File: src/rtl/ascon_pkg.sv
// -----------------------------------------------------------------------------
// ascon_pkg
// Shared definitions for the ASCON text sequencer and its neighbours at the
// top level: block geometry, sequencer state encoding and the helper that
// turns a remaining byte count into the byte count of the next beat.
// -----------------------------------------------------------------------------
package ascon_pkg;

  // One text block is 128 bits. Byte 0 of a block sits in bits [127:120].
  localparam int unsigned BLOCK_BYTES = 16;
  localparam int unsigned BLOCK_BITS  = BLOCK_BYTES * 8;

  typedef logic [BLOCK_BITS-1:0] block_t;
  typedef logic [4:0]            bytes_t;   // 0..16 valid bytes per beat

  typedef enum logic [2:0] {
    ST_IDLE    = 3'd0,
    ST_LOAD    = 3'd1,
    ST_FIRE    = 3'd2,
    ST_CAPTURE = 3'd3,
    ST_OUT     = 3'd4
  } seq_state_e;

  // min(remaining, BLOCK_BYTES). A remaining count of 0 yields 0, which is
  // how a zero-length job still produces its single, empty, final beat.
  function automatic bytes_t block_bytes(input logic [31:0] remaining);
    if (remaining > 32'(BLOCK_BYTES)) begin
      return bytes_t'(BLOCK_BYTES);
    end
    return remaining[4:0];
  endfunction

endpackage

File: src/rtl/ascon_text_sequencer_if.sv
// -----------------------------------------------------------------------------
// ascon_text_sequencer_if
// Text streaming bus of the sequencer: an input block stream (in_*) and an
// output beat stream (out_*), both valid/ready handshakes. A transfer happens
// on a rising clock edge where valid and ready are both high.
//
//   in_valid  / in_ready  / in_data   : next 128-bit text block towards the core
//   out_valid / out_ready / out_data  : processed 128-bit block
//   out_bytes                         : number of valid bytes in out_data (0..16)
//   out_last                          : final beat of the job
//
// Modports:
//   slave  - the sequencer (consumes in_*, produces out_*)
//   master - the surrounding system (produces in_*, consumes out_*)
// -----------------------------------------------------------------------------
interface ascon_text_sequencer_if;
  import ascon_pkg::*;

  logic   in_valid;
  logic   in_ready;
  block_t in_data;

  logic   out_valid;
  logic   out_ready;
  block_t out_data;
  bytes_t out_bytes;
  logic   out_last;

  modport slave (
    input  in_valid, in_data, out_ready,
    output in_ready, out_valid, out_data, out_bytes, out_last
  );

  modport master (
    output in_valid, in_data, out_ready,
    input  in_ready, out_valid, out_data, out_bytes, out_last
  );

endinterface

File: src/rtl/ascon_text_sequencer.sv
// -----------------------------------------------------------------------------
// ascon_text_sequencer
// Walks a text of 'length' bytes through an ASCON encrypt/decrypt core one
// 16-byte block at a time. Per block: LOAD takes a block from the input
// stream, FIRE pulses process_en to the core, CAPTURE takes the core result
// (registered by the core one cycle after process_en), OUT presents it on the
// output stream until accepted. A job always issues ceil(length/16) blocks,
// with a minimum of one (a zero-length job emits one empty final beat).
//
// The core itself lives next to this block at the top level; its x0..x4
// state chaining is wired there and does not pass through here.
//
// Ports:
//   clk, rst_n         clock, asynchronous active-low reset
//   start              one-cycle pulse, begins a job (ignored unless idle)
//   mode               0 encrypt, 1 decrypt (latched at start)
//   length             text length in bytes (latched at start)
//   abort              cancels the current job, back to idle next cycle
//   bus                text streams (slave side)
//   process_en         one-cycle strobe to the core
//   process_mode_sel   latched mode for the core
//   text_length        latched length for the core
//   text_position      byte offset of the current block
//   data_in            current text block for the core
//   data_out           core result, valid the cycle after process_en
//   process_err        core error, sampled while process_en is high
//   busy               high whenever a job is in progress
//   done               one-cycle pulse when the last beat is accepted
//   err                one-cycle pulse when the core reports an error
// -----------------------------------------------------------------------------
module ascon_text_sequencer
  import ascon_pkg::*;
(
  input  logic                         clk,
  input  logic                         rst_n,

  input  logic                         start,
  input  logic                         mode,
  input  logic [31:0]                  length,
  input  logic                         abort,

  ascon_text_sequencer_if.slave        bus,

  output logic                         process_en,
  output logic                         process_mode_sel,
  output logic [31:0]                  text_length,
  output logic [31:0]                  text_position,
  output block_t                       data_in,
  input  block_t                       data_out,
  input  logic                         process_err,

  output logic                         busy,
  output logic                         done,
  output logic                         err
);

  seq_state_e  state_q;

  // Job registers: fixed for the whole job.
  logic        mode_q;
  logic [31:0] length_q;
  logic [31:0] position_q;

  // Block registers.
  block_t      data_in_q;
  block_t      out_data_q;
  bytes_t      out_bytes_q;
  logic        out_last_q;

  // Registered control outputs.
  logic        in_ready_q;
  logic        out_valid_q;
  logic        process_en_q;
  logic        busy_q;
  logic        done_q;
  logic        err_q;

  // Geometry of the block at position_q. position_q never passes length_q,
  // so the unsigned 32-bit difference never wraps.
  logic [31:0] remaining_d;
  bytes_t      out_bytes_d;
  logic        out_last_d;

  // NOTE: an always_comb block must assign every output on every path; a
  // missed assignment would infer a latch. Here each signal is written
  // unconditionally.
  always_comb begin
    remaining_d = length_q - position_q;
    out_bytes_d = block_bytes(remaining_d);
    out_last_d  = (remaining_d <= 32'(BLOCK_BYTES));
  end

  // NOTE: state is updated only with non-blocking assignments so every
  // register samples values from before the edge, independent of the order
  // of statements below.
  always_ff @(posedge clk or negedge rst_n) begin
    if (!rst_n) begin
      // NOTE: the data-path registers (data_in, out_data, job registers) are
      // reset too, not just the control state, because they drive outputs
      // that must read zero during and after reset.
      state_q      <= ST_IDLE;
      mode_q       <= 1'b0;
      length_q     <= '0;
      position_q   <= '0;
      data_in_q    <= '0;
      out_data_q   <= '0;
      out_bytes_q  <= '0;
      out_last_q   <= 1'b0;
      in_ready_q   <= 1'b0;
      out_valid_q  <= 1'b0;
      process_en_q <= 1'b0;
      busy_q       <= 1'b0;
      done_q       <= 1'b0;
      err_q        <= 1'b0;
    end else begin
      // Pulses default low and are raised only on the transition that
      // causes them.
      done_q <= 1'b0;
      err_q  <= 1'b0;

      if (abort && (state_q != ST_IDLE)) begin
        // Abort beats every other event, including an output handshake or a
        // core error in the same cycle: no done, no err.
        state_q      <= ST_IDLE;
        in_ready_q   <= 1'b0;
        out_valid_q  <= 1'b0;
        process_en_q <= 1'b0;
        busy_q       <= 1'b0;
      end else begin
        unique case (state_q)
          ST_IDLE: begin
            if (start) begin
              mode_q     <= mode;
              length_q   <= length;
              position_q <= '0;
              in_ready_q <= 1'b1;
              busy_q     <= 1'b1;
              state_q    <= ST_LOAD;
            end
          end

          ST_LOAD: begin
            if (bus.in_valid) begin
              data_in_q    <= bus.in_data;
              in_ready_q   <= 1'b0;
              process_en_q <= 1'b1;
              state_q      <= ST_FIRE;
            end
          end

          ST_FIRE: begin
            // process_en is high for exactly this one cycle.
            process_en_q <= 1'b0;
            if (process_err) begin
              err_q   <= 1'b1;
              busy_q  <= 1'b0;
              state_q <= ST_IDLE;
            end else begin
              state_q <= ST_CAPTURE;
            end
          end

          ST_CAPTURE: begin
            // The core registered its result at the end of FIRE.
            out_data_q  <= data_out;
            out_bytes_q <= out_bytes_d;
            out_last_q  <= out_last_d;
            out_valid_q <= 1'b1;
            state_q     <= ST_OUT;
          end

          ST_OUT: begin
            if (bus.out_ready) begin
              out_valid_q <= 1'b0;
              if (out_last_q) begin
                done_q  <= 1'b1;
                busy_q  <= 1'b0;
                state_q <= ST_IDLE;
              end else begin
                position_q <= position_q + 32'(BLOCK_BYTES);
                in_ready_q <= 1'b1;
                state_q    <= ST_LOAD;
              end
            end
          end

          default: begin
            state_q <= ST_IDLE;
          end
        endcase
      end
    end
  end

  assign bus.in_ready      = in_ready_q;
  assign bus.out_valid     = out_valid_q;
  assign bus.out_data      = out_data_q;
  assign bus.out_bytes     = out_bytes_q;
  assign bus.out_last      = out_last_q;

  assign process_en        = process_en_q;
  assign process_mode_sel  = mode_q;
  assign text_length       = length_q;
  assign text_position     = position_q;
  assign data_in           = data_in_q;

  assign busy              = busy_q;
  assign done              = done_q;
  assign err               = err_q;

endmodule
File: src/flat_wrapper.sv
// flat-port wrapper written by rule: the top's interface ports become plain ports
module ascon_text_sequencer_flat import ascon_pkg::*;
  (clk, rst_n, start, mode, length, abort, process_en, process_mode_sel, text_length, text_position, data_in, data_out, process_err, busy, done, err, bus_in_valid, bus_in_data, bus_out_ready, bus_in_ready, bus_out_valid, bus_out_data, bus_out_bytes, bus_out_last);
  ascon_text_sequencer_if bus_i ();
  input  logic clk;
  input  logic rst_n;
  input  logic start;
  input  logic mode;
  input  logic [31:0] length;
  input  logic abort;
  output logic process_en;
  output logic process_mode_sel;
  output logic [31:0] text_length;
  output logic [31:0] text_position;
  output block_t data_in;
  input  block_t data_out;
  input  logic process_err;
  output logic busy;
  output logic done;
  output logic err;
  input wire logic [$bits(bus_i.in_valid)-1:0] bus_in_valid;
  input wire logic [$bits(bus_i.in_data)-1:0] bus_in_data;
  input wire logic [$bits(bus_i.out_ready)-1:0] bus_out_ready;
  output wire logic [$bits(bus_i.in_ready)-1:0] bus_in_ready;
  output wire logic [$bits(bus_i.out_valid)-1:0] bus_out_valid;
  output wire logic [$bits(bus_i.out_data)-1:0] bus_out_data;
  output wire logic [$bits(bus_i.out_bytes)-1:0] bus_out_bytes;
  output wire logic [$bits(bus_i.out_last)-1:0] bus_out_last;
  assign bus_i.in_valid = bus_in_valid;
  assign bus_i.in_data = bus_in_data;
  assign bus_i.out_ready = bus_out_ready;
  assign bus_in_ready = bus_i.in_ready;
  assign bus_out_valid = bus_i.out_valid;
  assign bus_out_data = bus_i.out_data;
  assign bus_out_bytes = bus_i.out_bytes;
  assign bus_out_last = bus_i.out_last;
  ascon_text_sequencer u_core (.clk(clk), .rst_n(rst_n), .start(start), .mode(mode), .length(length), .abort(abort), .bus(bus_i), .process_en(process_en), .process_mode_sel(process_mode_sel), .text_length(text_length), .text_position(text_position), .data_in(data_in), .data_out(data_out), .process_err(process_err), .busy(busy), .done(done), .err(err));
endmodule
File: config.mk
export PLATFORM = sky130hd
export DESIGN_NAME = ascon_text_sequencer_flat
export DESIGN_NICKNAME = d
export VERILOG_FILES = /design/src/rtl/ascon_pkg.sv /design/src/rtl/ascon_text_sequencer_if.sv /design/src/rtl/ascon_text_sequencer.sv /design/src/flat_wrapper.sv
export SDC_FILE = /design/constraint.sdc
export NUM_CORES = 1
export LEC_CHECK = 0
export BUFFER_PORTS_ARGS = -buffer_cell sky130_fd_sc_hd__buf_2
export CORE_AREA = 2 2 248 250
export DETAILED_ROUTE_END_ITERATION = 7
export DIE_AREA = 0 0 250 252
export PLACE_DENSITY = 0.46
export REMOVE_ABC_BUFFERS = 1
export SLEW_MARGIN = 30
export SYNTH_ARGS = -nofsm -noshare
export SYNTH_HDL_FRONTEND = slang
export SYNTH_SLANG_ARGS = --single-unit
File: constraint.sdc
create_clock -name clk -period 3.8 [get_ports clk]
set_input_delay 0.76 -clock clk [delete_from_list [all_inputs] [get_ports clk]]
set_output_delay 0.76 -clock clk [all_outputs]
set_load 0.005 [all_outputs]
==> out/metrics.cfg <==
[status]
status=completed

[floorplanning]
core_um2=60100
die_x_um=250
die-area_um2=63000
start_util_pct=25.0
ioPinCount=629
rows=90
dieHeight_um=252

[grt]
grt_max_degree=129
antenna_found_initial=13
grt_pass1_wl_um=82300
grt_usage_pct=17.0
grt_pass1_vias=13000
grt_overflow=0

[pwr]
combPwrFrac_pct=41.4
ir_drop_uv=367
power_switching_mw=6.32
fin_total_pwr_mw=17.1
powerDensity_nw_per_um2=831
swShare_pct=37.1
clockPowerShare_pct=23.3
power.share.sequential_pct=35.3
intPower_mw=10.7
p_leak_nw=10.4

[cells_and_area]
drive_gt1_share_pct=42.2
stdcell_area_um2=20500
finalNetCount=2405
fin_cells=2892
area_growth_pct=36.7

[detailed_routing]
drt-vias-per-instance=4.51
initialDrtViolationCount=757
drt_pre_antenna_iters=5
ant_nets=0
drc_errors=0
wirelength_um=55600
num_vias=13100
routedWlPerCell_um=19.2

[sta]
slew_violations=0
tightest_slew_ps=755
finalCritPeriodShare_pct=93.9
fmax_mhz=280
min_period_ps=3570
hold_viol=0
skew_ps=12.7
layout_setup_ws_ps=233
rsz0062_at_grt=no
relSlewSlack_pct=49.7
finalSetupViolCount=0

[synthesis]
syn_inst=1458
async_flop_share_pct=100
syn_avg_cell_area_um2=10.3
ys_seq_elements=332
seq_area_frac_synth_pct=55.4
synth_cell_types=71
yosysTopAreaCellShare_pct=55.4
synth_top_cell_by_area=dfrtp_1
syn-cell-area_um2=15000
synth_edf_count=0
ys_top_cells_by_area=dfrtp_1 55%, mux2_2 12%, nand2_1 11%
ys_warn_count=0
synth-main-ff-cell=dfrtp_1

[worst_setup_path]
required_ps=4250
cp-end-kind=flip-flop
start_kind=flip-flop
crit_type=flip-flop to flip-flop
crit_fanout=10
cp.arrival_ps=4020
cp.buffers_inverters=1
crit_chain=inv_1 -> ha_1 -> nand4_2 -> or3_4 -> o2111a_1 -> nor4_2 -> o311ai_1 -> a2111o_1 -> or4_4 -> o22a_1
crit_family=simple AND/OR/NAND/NOR gates
slowest_delay_ps=600
cpMaxStageDelayCell=or4_4
r2r_slack_ps=230

[place]
place.gp.congestion=0.890
dpl-instance-area_um2=19100
place_inst=2817
place_worst_setup_slack_ps=262
io_buffers=624
dp_hpwl_um=42900

[min_path]
hold_class=primary input to async pin

[run]
maxCapViolCount=0

[clock_network]
numCtsBuffers=41
path_clk_slew_ps=70
cts.sink_count=332
cts_max_level=2
cts_root_buf=clkbuf_16
postCtsSetupBuffers=0
tritoncts=yes
clockBufferDepth=3
clkLatencyLatePin_ps=560

-- synthesized netlist by cell type, types with 5 or more instances --
cell      count
a21o_1        7
nor2b_1       9
o21a_1       12
dfrtp_1     332
o211ai_1      8
nor2_1       58
and3_1       10
buf_4         5
inv_1        41
mux2_2      161
clkbuf_1     66
a21oi_1      46
nand4_1      23
o21ai_0      25
ha_1         30
o21ai_1      12
xnor2_1      28
buf_2         5
nand3_1      21
nor3_1       21
o21bai_1      7
nand2_1     433
-- through the flow --
step / utilization [%] / hold WS, ps / TNS, ps
after floorplan: - / 464 / -1364110
after global placement: 31.8 / 454 / 0
after detailed placement: 31.8 / 456 / 0
after CTS: 34.1 / 235 / 0
after global routing: 34.1 / 261 / 0
final: 34.1 / 226 / 0
-- cells in the final DEF, fill, tap and decap left out, types with 8 or more instances in the layout --
cell type / instances
ha_1: 30
xnor2_1: 28
dfrtp_1: 332
clkbuf_1: 8
a21oi_1: 46
nand2_1: 433
nand4_1: 23
clkbuf_16: 42
o21ai_0: 25
o21a_1: 12
buf_2: 623
and3_1: 9
clkbuf_8: 8
nor2b_1: 9
nor3_1: 21
buf_4: 21
mux2_2: 161
o21ai_1: 11
nand3_1: 20
o211ai_1: 8
inv_1: 41
nor2_1: 58
-- power groups by stage --
| stage | combinational (mW) | sequential (mW) | clock, mW |
|---|---|---|---|
| final | 7.06 | 6.02 | 3.97 |
| after global routing | 7.78 | 6.26 | 4.25 |
| after CTS | 7.14 | 6.04 | 4.12 |
| after detailed placement | 7.12 | 6.07 | 0 |
| after global placement | 7.13 | 6.02 | 0 |
| after floorplan | 3.64 | 6.15 | 0 |
-- final cells by class --
class,count,area [um^2]
clock inverter,13,170
sequential,332,8310
inverter,41,154
fill,6309,39600
multi-input combinational,1011,6270
tap,782,978
antenna,3,7.51
timing repair buffer,652,3440
clock buffer,58,1190
-- registers in the layout, summed over array words and instances, names as in the netlist, 3 cells and up --
| signal | cells |
|---|---|
| u_core.state_q | 3 |
| u_core.bus.out_data | 128 |
| u_core.bus.out_bytes | 5 |
| u_core.text_position | 28 |
| u_core.text_length | 32 |
| u_core.data_in | 128 |
-- logic make-up after synthesis --
| group | Yosys count | synth area share, % |
|---|---|---|
| other | 2 | 0.0501 |
| buffers and inverters | 119 | 3.14 |
| AND/OR/NAND/NOR | 608 | 17.2 |
| AO/OA/AOI/OAI | 172 | 7.66 |
| adder cells (fa/ha/maj) | 30 | 2.50 |
| flip-flops | 332 | 55.4 |
| XOR/XNOR | 32 | 1.87 |
| multiplexers | 163 | 12.2 |
-- path summary, 6_finish.rpt --
kind	from	to	depth (start not counted)
max	u_core.text_position[18]	u_core.bus.out_bytes[4]	10
min in group clk	data_out[52]	u_core.bus.out_data[52]	3
min reg2reg	u_core.bus.out_data[15]	u_core.bus.out_data[15]	2
max in group asynchronous	rst_n	u_core.bus.out_data[33]	2
min	rst_n	u_core.text_length[30]	1
max reg2reg	u_core.text_position[18]	u_core.bus.out_bytes[4]	10
-- routing by layer --
metal	vias to the layer above	global-route usage [%]	share of wire [%]
met5	-	0	0.21
met4	18	5.70	2.9
met3	96	5.16	7.3
met2	442	28.4	48
met1	6300	20.9	41
li1	6200	-	-
-- repair_timing --
item / 4_1_cts / 5_1_grt
hold buffers: 0 / 0
setup endpoints to repair: 0 / 1
gates resized for setup: 0 / 1
Power figures use the tool's default switching activity.
